==> src/rtl/ram_fifo_pkg.sv <==
// Shared constants and width helpers for the RAM-backed FIFO.
package ram_fifo_pkg;

  localparam int unsigned BUF_DEPTH = 2;
  localparam int unsigned BUF_IDX_W = $clog2(BUF_DEPTH);
  localparam int unsigned BUF_CNT_W = $clog2(BUF_DEPTH + 1);

  function automatic int unsigned ptr_width(input int unsigned depth);
    return $clog2(depth);
  endfunction

  function automatic int unsigned occ_width(input int unsigned address_width);
    return address_width + 1;
  endfunction

endpackage

==> src/rtl/true_dual_port_ram.sv <==
// Dual-port RAM: port 0 write-only, port 1 read-only, optional registered read.
module true_dual_port_ram #(
  parameter int unsigned WIDTH           = 8,
  parameter int unsigned DEPTH           = 16,
  parameter int unsigned ADDRESS_WIDTH   = 4,
  parameter int unsigned REGISTERED_READ = 1
) (
  input  logic                     clock,
  input  logic                     write_enable_0,
  input  logic [ADDRESS_WIDTH-1:0] address_0,
  input  logic [WIDTH-1:0]         write_data_0,
  input  logic                     read_enable_1,
  input  logic [ADDRESS_WIDTH-1:0] address_1,
  output logic [WIDTH-1:0]         read_data_1
);

  logic [WIDTH-1:0] mem [DEPTH];

  always_ff @(posedge clock) begin
    if (write_enable_0) mem[address_0] <= write_data_0;
  end

  generate
    if (REGISTERED_READ != 0) begin : g_reg_read
      always_ff @(posedge clock) begin
        if (read_enable_1) read_data_1 <= mem[address_1];
      end
    end else begin : g_comb_read
      assign read_data_1 = mem[address_1];
    end
  endgenerate

endmodule

==> src/rtl/ram_fifo.sv <==
// RAM-backed FIFO with a 2-entry output buffer hiding the registered RAM read.
// Optional level output enabled by defining RAM_FIFO_LEVEL_EN.
module ram_fifo
  import ram_fifo_pkg::*;
#(
  parameter int unsigned WIDTH         = 8,
  parameter int unsigned DEPTH         = 16,
  parameter int unsigned ADDRESS_WIDTH = ptr_width(DEPTH)
) (
  input  logic                     clock,
  input  logic                     resetn,
  input  logic                     write_valid,
  input  logic [WIDTH-1:0]         write_data,
  output logic                     write_ready,
  output logic                     read_valid,
  output logic [WIDTH-1:0]         read_data,
  input  logic                     read_ready
`ifdef RAM_FIFO_LEVEL_EN
  ,
  output logic [ADDRESS_WIDTH:0]   level
`endif
);

  localparam int unsigned OCC_W = occ_width(ADDRESS_WIDTH);

  logic [ADDRESS_WIDTH-1:0] write_pointer;
  logic [ADDRESS_WIDTH-1:0] read_pointer;
  logic [OCC_W-1:0]         occupancy;
  logic                     inflight;
  logic [BUF_CNT_W-1:0]     buf_count;
  logic [BUF_IDX_W-1:0]     buf_head;
  logic [WIDTH-1:0]         buf_data [BUF_DEPTH];
  logic [WIDTH-1:0]         ram_read_data;

  logic                     write_accept_c;
  logic                     read_accept_c;
  logic                     ram_read_c;
  logic [OCC_W-1:0]         ram_count_c;
  logic [BUF_CNT_W-1:0]     buf_after_pop_c;
  logic [BUF_IDX_W-1:0]     buf_tail_c;

  assign write_ready = occupancy < OCC_W'(DEPTH);
  assign read_valid  = buf_count != '0;
  assign read_data   = buf_data[buf_head];

`ifdef RAM_FIFO_LEVEL_EN
  assign level = occupancy;
`endif

  // Read issue counts the slot freed by this cycle's pop so streaming never bubbles.
  always_comb begin
    write_accept_c  = write_valid && write_ready;
    read_accept_c   = read_valid && read_ready;
    ram_count_c     = occupancy - OCC_W'(buf_count) - OCC_W'(inflight);
    buf_after_pop_c = buf_count - BUF_CNT_W'(read_accept_c);
    buf_tail_c      = buf_head + BUF_IDX_W'(buf_count);
    ram_read_c      = (ram_count_c != '0) &&
                      ((buf_after_pop_c + BUF_CNT_W'(inflight)) < BUF_CNT_W'(BUF_DEPTH));
  end

  always_ff @(posedge clock or negedge resetn) begin
    if (!resetn) begin
      write_pointer <= '0;
      read_pointer  <= '0;
      occupancy     <= '0;
      inflight      <= 1'b0;
      buf_count     <= '0;
      buf_head      <= '0;
    end else begin
      if (write_accept_c) write_pointer <= write_pointer + ADDRESS_WIDTH'(1);
      if (ram_read_c)     read_pointer  <= read_pointer + ADDRESS_WIDTH'(1);
      inflight  <= ram_read_c;
      buf_count <= buf_after_pop_c + BUF_CNT_W'(inflight);
      if (read_accept_c) buf_head <= buf_head + BUF_IDX_W'(1);
      case ({write_accept_c, read_accept_c})
        2'b10:   occupancy <= occupancy + OCC_W'(1);
        2'b01:   occupancy <= occupancy - OCC_W'(1);
        default: occupancy <= occupancy;
      endcase
    end
  end

  // When full, the tail aliases the head slot being popped on the same edge.
  always_ff @(posedge clock) begin
    if (inflight) buf_data[buf_tail_c] <= ram_read_data;
  end

  true_dual_port_ram #(
    .WIDTH           (WIDTH),
    .DEPTH           (DEPTH),
    .ADDRESS_WIDTH   (ADDRESS_WIDTH),
    .REGISTERED_READ (1)
  ) u_ram (
    .clock          (clock),
    .write_enable_0 (write_accept_c),
    .address_0      (write_pointer),
    .write_data_0   (write_data),
    .read_enable_1  (ram_read_c),
    .address_1      (read_pointer),
    .read_data_1    (ram_read_data)
  );

endmodule

==> config.mk <==
export PLATFORM = sky130hd
export DESIGN_NAME = ram_fifo
export DESIGN_NICKNAME = d
export VERILOG_FILES = /design/src/rtl/ram_fifo_pkg.sv /design/src/rtl/true_dual_port_ram.sv /design/src/rtl/ram_fifo.sv
export SDC_FILE = /design/constraint.sdc
export NUM_CORES = 1
export LEC_CHECK = 0
export CORE_MARGIN = 2
export CORE_UTILIZATION = 50
export CTS_CLUSTER_DIAMETER = 150
export DETAILED_ROUTE_END_ITERATION = 10
export GPL_TIMING_DRIVEN = 0
export PLACE_DENSITY = 0.78
export SYNTH_ARGS = -nofsm -noshare
export SYNTH_HDL_FRONTEND = slang
export SYNTH_SLANG_ARGS = --single-unit
export TNS_END_PERCENT = 5
==> constraint.sdc <==
create_clock -name clock -period 3.4 [get_ports clock]
set_input_delay 0.68 -clock clock [delete_from_list [all_inputs] [get_ports clock]]
set_output_delay 0.68 -clock clock [all_outputs]
set_load 0.005 [all_outputs]
== Word-level counts from Yosys, hierarchy flattened ==
Memories as Yosys holds them, arrays and structs flattened. A register that Yosys moved wholly into a read port is not among the register bits.
Cells that the tools add are included.
Word-level totals
  register bits after elaboration: 17
  word-level logic and storage cells: 33
  memories kept: 2
  bits in writable memories: 144
  bits of input ports: 12
  output and inout bits: 10
Operators by class
  add/subtract/negate cells: 10
  eq/ne operators: 2
  mux-type cells: 5
  reduce and logical (&&, ||, !) cells: 6
  order comparisons: 2
Memories
  u_ram.mem: words 16, width 8, read ports 1, clocked after memory_dff 1, write ports 1, line true_dual_port_ram.sv:17  | logic [WIDTH-1:0] mem [DEPTH];
  buf_data: words 2, width 8, read ports 1, clocked after memory_dff 0, write ports 1, line ram_fifo.sv:32  | logic [WIDTH-1:0] buf_data [BUF_DEPTH];
Operators by type and width (number)
  5-bit one-hot mux with 2 select lines: 1
  4-bit by 1-bit adder with 4-bit output (second input constant): 2
  5-bit by 1-bit adder with 5-bit output (second input constant): 1
  5-bit less-than comparator (second input constant): 1
  5-bit nonzero test: 1
  5-bit by 1-bit subtractor with 5-bit output: 1
  5-bit by 1-bit subtractor with 5-bit output (second input constant): 1
  5-bit by 2-bit subtractor with 5-bit output: 1
  1-bit 2-to-1 mux: 4
  2-bit nonzero test: 2
  1-bit logical AND: 3
  2-bit by 1-bit adder with 2-bit output: 1
  2-bit by 1-bit == test with 1-bit output (second input constant): 1
  2-bit == test (second input constant): 1
  2-bit less-than comparator (second input constant): 1
  2-bit by 1-bit subtractor with 2-bit output: 1
  1-bit adder: 1
  1-bit adder (second input constant): 1

== Logic depth before layout (Yosys ltp) ==
Gate-level depths: netlist of the first run.
  word-level depth: 6
  gate-level depth with buffers: 11
  depth with buffers taken out: 11

== Cells and area by module ==
A second synthesis of the first run with hierarchy kept.
Second synthesis, totals
  cells, all modules: 344
  area, all modules: 6806.5 um^2
By module, submodules not included
  true_dual_port_ram: sequential area each 4083.9 um^2, area each 5227.5 um^2, instances 1, cells an instance 229
  ram_fifo: sequential area each 905.9 um^2, area each 1579.0 um^2, instances 1, cells an instance 115

== Worst setup path before layout of the first run ==
Ideal clock, no wire load.
  path type: reg-to-reg
  start: register occupancy[0]
  end: register read_pointer[1]
  arrival: 2.851 ns
  path slack: 0.424 ns
  path buffers: 0
  library setup time: 0.125 ns
  clock period less this slack: 2.976 ns
  required time: 3.275 ns
  cell stages (with the launch flop): 9
  cell sequence: dfrtp_1 -> fa_1 -> inv_1 -> ha_1 -> or2_2 -> fa_1 -> xor2_1 -> a41oi_2 -> mux2_2
Between the ends
  word-level cells in the longest chain between the ends: 4
Ends and longest elaborated chain
  start, declared: line ram_fifo.sv:28  | logic [OCC_W-1:0] occupancy;
  start signal, assigned: line ram_fifo.sv:76  | 2'b10: occupancy <= occupancy + OCC_W'(1);
  start signal, assigned: line ram_fifo.sv:77  | 2'b01: occupancy <= occupancy - OCC_W'(1);
  start signal, assigned: line ram_fifo.sv:78  | default: occupancy <= occupancy;
  5-bit by 2-bit subtractor with 5-bit output: line ram_fifo.sv:54  | ram_count_c = occupancy - OCC_W'(buf_count) - OCC_W'(inflight);
  5-bit by 1-bit subtractor with 5-bit output: line ram_fifo.sv:54
  5-bit nonzero test: line ram_fifo.sv:57  | ram_read_c = (ram_count_c != '0) &&
  1-bit logical AND: line ram_fifo.sv:57
  via ram_read_c: line ram_fifo.sv:37  | logic ram_read_c;
  end signal, assigned: line ram_fifo.sv:71  | if (ram_read_c) read_pointer <= read_pointer + ADDRESS_WIDTH'(1);
  end, declared: line ram_fifo.sv:27  | logic [ADDRESS_WIDTH-1:0] read_pointer;
The timed path passes the listed nets, and every way through them passes these cells.
A chain may end at the register's enable or synchronous reset.

== Final worst setup path of the first run ==
Same ends and word-level chain as after synthesis.

==> impl_metrics.py, run 1 <==
metrics = {
    "power": {
        "power_density_nw_per_um2": 907,
        "p_leak_nw": 2.75,
        "ir_drop_mv": 0.419,
    },
    "clock_tree": {
        "clock_sinks": 169,
        "cts.htree.levels": 4,
        "cts_root_buf": "clkbuf_16",
        "cts_hold_buffers": 0,
        "cts_buffer_depth": 2,
        "cts_tree": "yes",
        "cts_made_buffers": 17,
        "post_cts_buffers": 0,
        "clk_pin_slew_ns": 0.06,
        "clock_latency_ns": 0.42,
    },
    "floorplanning": {
        "rows": 42,
        "start_util_pct": 51.8,
        "ios": 22,
        "fp.dieW_um": 122,
        "core_area_um2": 13300,
        "fp.dieArea_um2": 14800,
        "die_y_um": 122,
    },
    "sta": {
        "rsz0062_at_grt": "false",
        "period_needed_ns": 3.14,
        "slew_viol_final": 0,
        "setup_violations": 0,
        "worst_pin_slew_ns": 0.890,
        "slew_headroom_pct": 40.5,
        "hold_slack_ns": 0.443,
        "hold_viol_final": 0,
        "fin_skew_ns": 0.00740,
        "finalCritPeriodShare_pct": 92.5,
        "max_freq_mhz": 318,
        "finalSetupTns_ns": 0,
    },
    "synthesis": {
        "syn_area_um2": 6910,
        "synth_seq_area_share_pct": 72.2,
        "yosysWarnings": 0,
        "synth.avg_cell_area_um2": 21.1,
        "synth_cell_types": 32,
        "synthCells": 328,
        "ys_seq_elements": 169,
        "synth_fp_nets": 357,
    },
    "place": {
        "placed_area_um2": 7340,
        "hpwl_um": 7690,
        "finalWeightedCongestion": 0.772,
        "port_buffers": 21,
    },
    "setup_path": {
        "cp_slowest_stage_delay_ns": 0.59,
        "cp_common_cell": "fa_1",
        "cp_cell_sequence": "fa_1 -> inv_1 -> ha_1 -> or2_2 -> fa_1 -> xor2_1 -> a41oi_4 -> mux2_2",
        "critical-path-top-delay-family": "adder cells",
        "critPathKind": "register to register",
        "critPathMaxFanout": 13,
        "cp_slowest_cell": "fa_1",
        "crit_arrival_ns": 3.45,
        "worst_ep_required_time_ns": 3.70,
        "end_kind": "register",
        "cp-start-kind": "register",
        "cp.buffers_inverters": 1,
    },
    "drt": {
        "routed_wl_um": 11600,
        "final_antenna_net_count": 0,
        "drc": 0,
        "via_per_inst": 5.51,
        "route.vias.total": 3057,
        "dr.pass1.iters": 4,
        "wl_per_cell_um": 20.9,
        "initialDrtViolationCount": 239,
    },
    "run": {
        "maxCapViolCount": 0,
    },
    "layout": {
        "fillers": 954,
        "final_nets": 397,
        "final_layout_size_suffix_gt1_share_pct": 16.6,
        "n_antenna_cell": 0,
        "stdcell_area_um2": 7930,
        "area_delta_synth_final_pct": 14.8,
    },
    "global_route": {
        "overflow": 0,
        "track_usage_pct": 17.5,
        "grt_pass1_wl_um": 18200,
        "antenna_found_initial": 0,
        "grt_pass1_vias": 3239,
        "grt_max_degree": 18,
    },
    "status": {
        "status": "complete, no violations",
    },
    "worst_hold_path": {
        "hold_class": "register to register",
    },
}
synth_stat cells:
| master | count | area, µm² |
|---|---|---|
| mux4_2 | 19 | 428 |
| clkbuf_1 | 6 | 22.5 |
| nor2_1 | 2 | 7.51 |
| nand4_1 | 2 | 12.5 |
| a21o_1 | 1 | 7.51 |
| o21ai_1 | 2 | 10.0 |
| o21ai_0 | 4 | 20.0 |
| a21oi_1 | 2 | 10.0 |
| buf_6 | 1 | 11.3 |
| xnor2_1 | 9 | 78.8 |
| or2_2 | 1 | 6.26 |
| a41oi_2 | 1 | 16.3 |
| buf_4 | 3 | 22.5 |
| and3_1 | 1 | 6.26 |
| nand3_1 | 1 | 5.00 |
| mux4_1 | 21 | 552 |
| nor3b_1 | 1 | 7.51 |
| dfrtp_1 | 17 | 425 |
| nand2_1 | 7 | 26.3 |
| inv_1 | 13 | 48.8 |
| mux2i_1 | 2 | 20.0 |
| buf_12 | 2 | 40.0 |
| buf_8 | 1 | 15.0 |
| edfxtp_1 | 152 | 4560 |
| mux2_2 | 9 | 101 |
| ha_1 | 14 | 175 |
| nor2b_1 | 2 | 12.5 |
| fa_1 | 3 | 60.1 |
| or3b_1 | 1 | 8.76 |
| xor2_1 | 7 | 61.3 |
| and2_1 | 18 | 113 |
| nor3_1 | 3 | 15.0 |
cell usage in the layout, fill, tap and decap left out, types with 2 or more instances in the layout:
cell type | netlist | routed
ha_1 | 14 | 14
nor3_1 | 3 | 3
nor2b_1 | 2 | 2
nor2_1 | 2 | 2
inv_6 | 0 | 2
nand2_1 | 7 | 7
clkdlybuf4s50_1 | 0 | 21
o21ai_1 | 2 | 2
mux2i_1 | 2 | 2
clkbuf_16 | 0 | 17
dfrtp_1 | 17 | 17
bufinv_16 | 0 | 3
fa_1 | 3 | 3
a21oi_1 | 2 | 2
mux4_1 | 21 | 21
mux4_2 | 19 | 19
clkbuf_1 | 6 | 7
xnor2_1 | 9 | 9
clkinv_4 | 0 | 3
edfxtp_1 | 152 | 152
buf_12 | 2 | 2
and2_1 | 18 | 18
inv_1 | 13 | 13
xor2_1 | 7 | 7
mux2_2 | 9 | 9
clkinv_1 | 0 | 3
buf_4 | 3 | 3
nand4_1 | 2 | 2
o21ai_0 | 4 | 4
final cells by class:
cell class | count | area, µm² | share of cell area (%)
timing repair buffer | 21 | 210 | 2.65
clock inverter | 12 | 150 | 1.89
inverter | 13 | 48.8 | 0.615
multi-input combinational | 133 | 1770 | 22.3
tap | 176 | 220 | 2.78
clock buffer | 18 | 429 | 5.41
sequential | 169 | 4990 | 62.9
buffer | 13 | 111 | 1.40
state kept, by name, summed over array words and instances, names as in the netlist:
signal and cells:
read_pointer 4, u_ram.read_data_1 8, buf_data 16, u_ram.mem 128, inflight 1, buf_head 1
buf_count 2, occupancy 5, write_pointer 4
cells by family (layout without fill, tap and decap cells):
| group | count (synthesis) | after routing | synth area share [%] |
|---|---|---|---|
| DFF | 169 | 169 | 72.2 |
| muxes | 51 | 51 | 15.9 |
| xor gates and xnor gates | 16 | 16 | 2.03 |
| and+or+nand+nor | 39 | 39 | 3.19 |
| buffers and inverters | 26 | 77 | 2.32 |
| AOI/OAI and AO/OA | 10 | 10 | 0.924 |
| adders and majority gates | 17 | 17 | 3.40 |
per-layer routing:
metal / vias up / share of wire (%) / track usage [%] / wire length, µm
li1: 1394 / - / - / -
met1: 1582 / 43 / 22.2 / 5030
met2: 60 / 50 / 28.8 / 5850
met3: 21 / 3.9 / 5.34 / 449
met4: 0 / 2.1 / 6.90 / 248
met5: - / 0 / 0 / 0
worst paths after layout:
path	from	to	slack, ns	depth (start not counted)
worst max-delay path	occupancy[0]$_DFFE_PN0P_	read_pointer[1]$_DFFE_PN0P_	0.26	8
worst min-delay path	u_ram.read_data_1[1]$_DFFE_PP_	buf_data[1][1]$_DFFE_PP_	0.44	0
worst max register to register	occupancy[0]$_DFFE_PN0P_	read_pointer[1]$_DFFE_PN0P_	0.26	8
worst min register to register	u_ram.read_data_1[1]$_DFFE_PP_	buf_data[1][1]$_DFFE_PP_	0.44	0
max in group asynchronous	resetn	occupancy[0]$_DFFE_PN0P_	2.09	1
min in group asynchronous	resetn	read_pointer[3]$_DFFE_PN0P_	0.77	1
metrics by stage:
| step | total power, mW | std cells | setup WS, ns | utilization (%) |
|---|---|---|---|---|
| floorplan | 4.63 | 328 | 0.424 | - |
| global placement | 5.25 | 525 | -0.0537 | 55.0 |
| detailed placement | 5.34 | 525 | -0.0661 | 55.0 |
| CTS | 7.24 | 555 | 0.106 | 59.3 |
| global route | 7.59 | 555 | 0.117 | 59.4 |
| finish | 7.20 | 555 | 0.256 | 59.4 |
timing repair:
item / in CTS / in global routing
endpoints found under the hold margin: 0 / 0
setup endpoints to repair: 0 / 3
gates resized for setup: 0 / 1
report_power, final:
group          leakage, nW  total, mW  internal, mW  switching, mW
registers             1.58       2.94          2.77          0.169
logic                0.881       2.37          1.20           1.17
clock network        0.283       1.89          1.14          0.741
(Power assumes the default switching activity.)
==> run 2: changes to the inputs <==
--- a/config.mk
+++ b/config.mk
@@ -5,11 +5,12 @@
 export SDC_FILE = /design/constraint.sdc
 export NUM_CORES = 1
 export LEC_CHECK = 0
-export CORE_MARGIN = 2
+export CORE_MARGIN = 8
 export CORE_UTILIZATION = 50
 export CTS_CLUSTER_DIAMETER = 150
 export DETAILED_ROUTE_END_ITERATION = 10
 export GPL_TIMING_DRIVEN = 0
+export MAX_ROUTING_LAYER = met4
 export PLACE_DENSITY = 0.78
 export SYNTH_ARGS = -nofsm -noshare
 export SYNTH_HDL_FRONTEND = slang
==> impl_metrics.py, run 2 (same netlist as run 1, synthesis figures left out) <==
metrics = {
    "floorplanning": {
        "die_y_um": 134,
        "start_util_pct": 50.6,
        "core_area_um2": 13700,
        "ios": 22,
        "rows": 43,
        "fp.dieArea_um2": 17800,
        "fp.dieW_um": 134,
    },
    "clock_tree": {
        "cts.htree.levels": 4,
        "cts_made_buffers": 17,
        "cts_tree": "yes",
        "post_cts_resized": 0,
        "cts_root_buf": "clkbuf_16",
        "clk_pin_slew_ns": 0.07,
        "clock_sinks": 169,
        "post_cts_buffers": 0,
        "cts_buffer_depth": 2,
        "clock_latency_ns": 0.43,
        "cts_hold_buffers": 0,
    },
    "sta": {
        "fin_ws_ns": 0.249,
        "fin_skew_ns": 0.0127,
        "rsz0062_at_grt": "false",
        "setup_violations": 0,
        "finalCritPeriodShare_pct": 92.7,
        "hold_viol_final": 0,
        "finalSetupTns_ns": 0,
        "max_freq_mhz": 317,
        "period_needed_ns": 3.15,
        "slew_viol_final": 0,
        "worst_pin_slew_ns": 0.882,
        "slew_headroom_pct": 41.0,
    },
    "setup_path": {
        "crit_arrival_ns": 3.45,
        "worst_ep_required_time_ns": 3.70,
        "critPathMaxFanout": 13,
        "end_kind": "register",
        "critPathKind": "register to register",
        "cp-start-kind": "register",
        "ff2ff_setup_slack_ns": 0.25,
    },
    "power": {
        "ir_drop_mv": 0.417,
        "power_density_nw_per_um2": 906,
        "p_leak_nw": 2.74,
    },
    "layout": {
        "final_layout_size_suffix_gt1_share_pct": 18.1,
        "fillers": 990,
        "area_delta_synth_final_pct": 14.9,
        "utilization_pct": 58.1,
        "final_nets": 397,
        "register_area_um2": 4990,
        "layout_common_cells": "edfxtp_1 (152), mux4_1 (21), clkdlybuf4s50_1 (21)",
        "n_antenna_cell": 0,
        "stdcell_count": 561,
        "largest_register_ffs": 128,
        "reg_top3": "u_ram.mem x128, buf_data x16, u_ram.read_data_1 x8",
        "multi_input_area_um2": 1770,
        "layout_commonest_cell": "edfxtp_1",
        "largest_register": "u_ram.mem",
    },
    "global_route": {
        "overflow": 0,
        "antenna_found_initial": 0,
        "grt_max_degree": 18,
        "grt_pass1_wl_um": 18400,
        "track_usage_pct": 14.5,
        "grt_pass1_vias": 3255,
    },
    "drt": {
        "wl_per_cell_um": 21.0,
        "route.vias.total": 3067,
        "dr.pass1.iters": 4,
        "routed_wl_um": 11800,
        "final_antenna_net_count": 0,
        "initialDrtViolationCount": 297,
        "via_per_inst": 5.47,
        "drc": 0,
    },
    "place": {
        "port_buffers": 21,
        "dp_worst_setup_slack_ns": -0.0825,
        "hpwl_um": 7870,
        "finalWeightedCongestion": 0.752,
        "dp.cells": 529,
    },
    "run": {
        "maxCapViolCount": 0,
    },
    "worst_hold_path": {
        "hold_class": "register to register",
    },
    "status": {
        "status": "complete, no violations",
    },
}
[run 2: cell types whose count changed in the layout (fill, tap and decap cells not counted)]
| cell | change |
|---|---|
| clkbuf_1 | -1 |
| clkinv_2 | -1 |
| clkinv_1 | -3 |
| bufinv_16 | -2 |
| inv_8 | +2 |
| inv_6 | +4 |
| clkinv_4 | +1 |
| clkinvlp_4 | +2 |
[run 2: layout make-up]
class	count	share of cell area [%]
Inverter	13	0.615
Clock buffer	17	5.36
Buffer	13	1.40
Sequential cell	169	62.9
Multi-Input combinational cell	133	22.3
Timing Repair Buffer	21	2.65
Clock inverter	15	1.95
Tap cell	180	2.84
[run 2: path summary, 6_finish.rpt]
| kind | start | end | cells past startpoint |
|---|---|---|---|
| setup / recovery | occupancy[0]$_DFFE_PN0P_ | read_pointer[1]$_DFFE_PN0P_ | 8 |
| hold / removal | u_ram.read_data_1[7]$_DFFE_PP_ | buf_data[1][7]$_DFFE_PP_ | 0 |
| setup reg to reg | occupancy[0]$_DFFE_PN0P_ | read_pointer[1]$_DFFE_PN0P_ | 8 |
| hold reg to reg | u_ram.read_data_1[7]$_DFFE_PP_ | buf_data[1][7]$_DFFE_PP_ | 0 |
| max in group asynchronous | resetn | write_pointer[3]$_DFFE_PN0P_ | 1 |
| min in group asynchronous | resetn | occupancy[2]$_DFFE_PN0P_ | 1 |
[run 2: per-layer routing]
metal | vias to the layer above | part of all wire (%) | track usage [%]
met4 | 0 | 1.6 | 6.61
met5 | - | 0 | -
met2 | 83 | 51 | 22.7
met1 | 1569 | 42 | 17.6
li1 | 1404 | - | -
met3 | 11 | 5.6 | 3.77
[run 2: power breakdown]
| group | switching (mW) | internal [mW] | leakage, nW |
|---|---|---|---|
| registers | 0.170 | 2.77 | 1.58 |
| logic | 1.18 | 1.21 | 0.881 |
| clock network | 0.828 | 1.04 | 0.280 |
[run 2: worst max-delay path, stage by stage (launching register included)]
cell and delay (ns):
dfrtp_1 0.45, fa_1 0.58, inv_1 0.05, ha_1 0.20, or2_2 0.29, fa_1 0.43
nor3_1 0.34, a41oi_4 0.33, mux2_2 0.37
[run 2: metrics by stage]
| stage | cell area [µm²] | power, mW | hold WS (ns) |
|---|---|---|---|
| after floorplan | 6910 | 4.63 | 0.384 |
| after global placement | 7350 | 5.23 | 0.423 |
| after detailed placement | 7350 | 5.35 | 0.430 |
| after CTS | 7930 | 7.24 | 0.444 |
| after global routing | 7940 | 7.57 | 0.462 |
| final | 7940 | 7.19 | 0.442 |
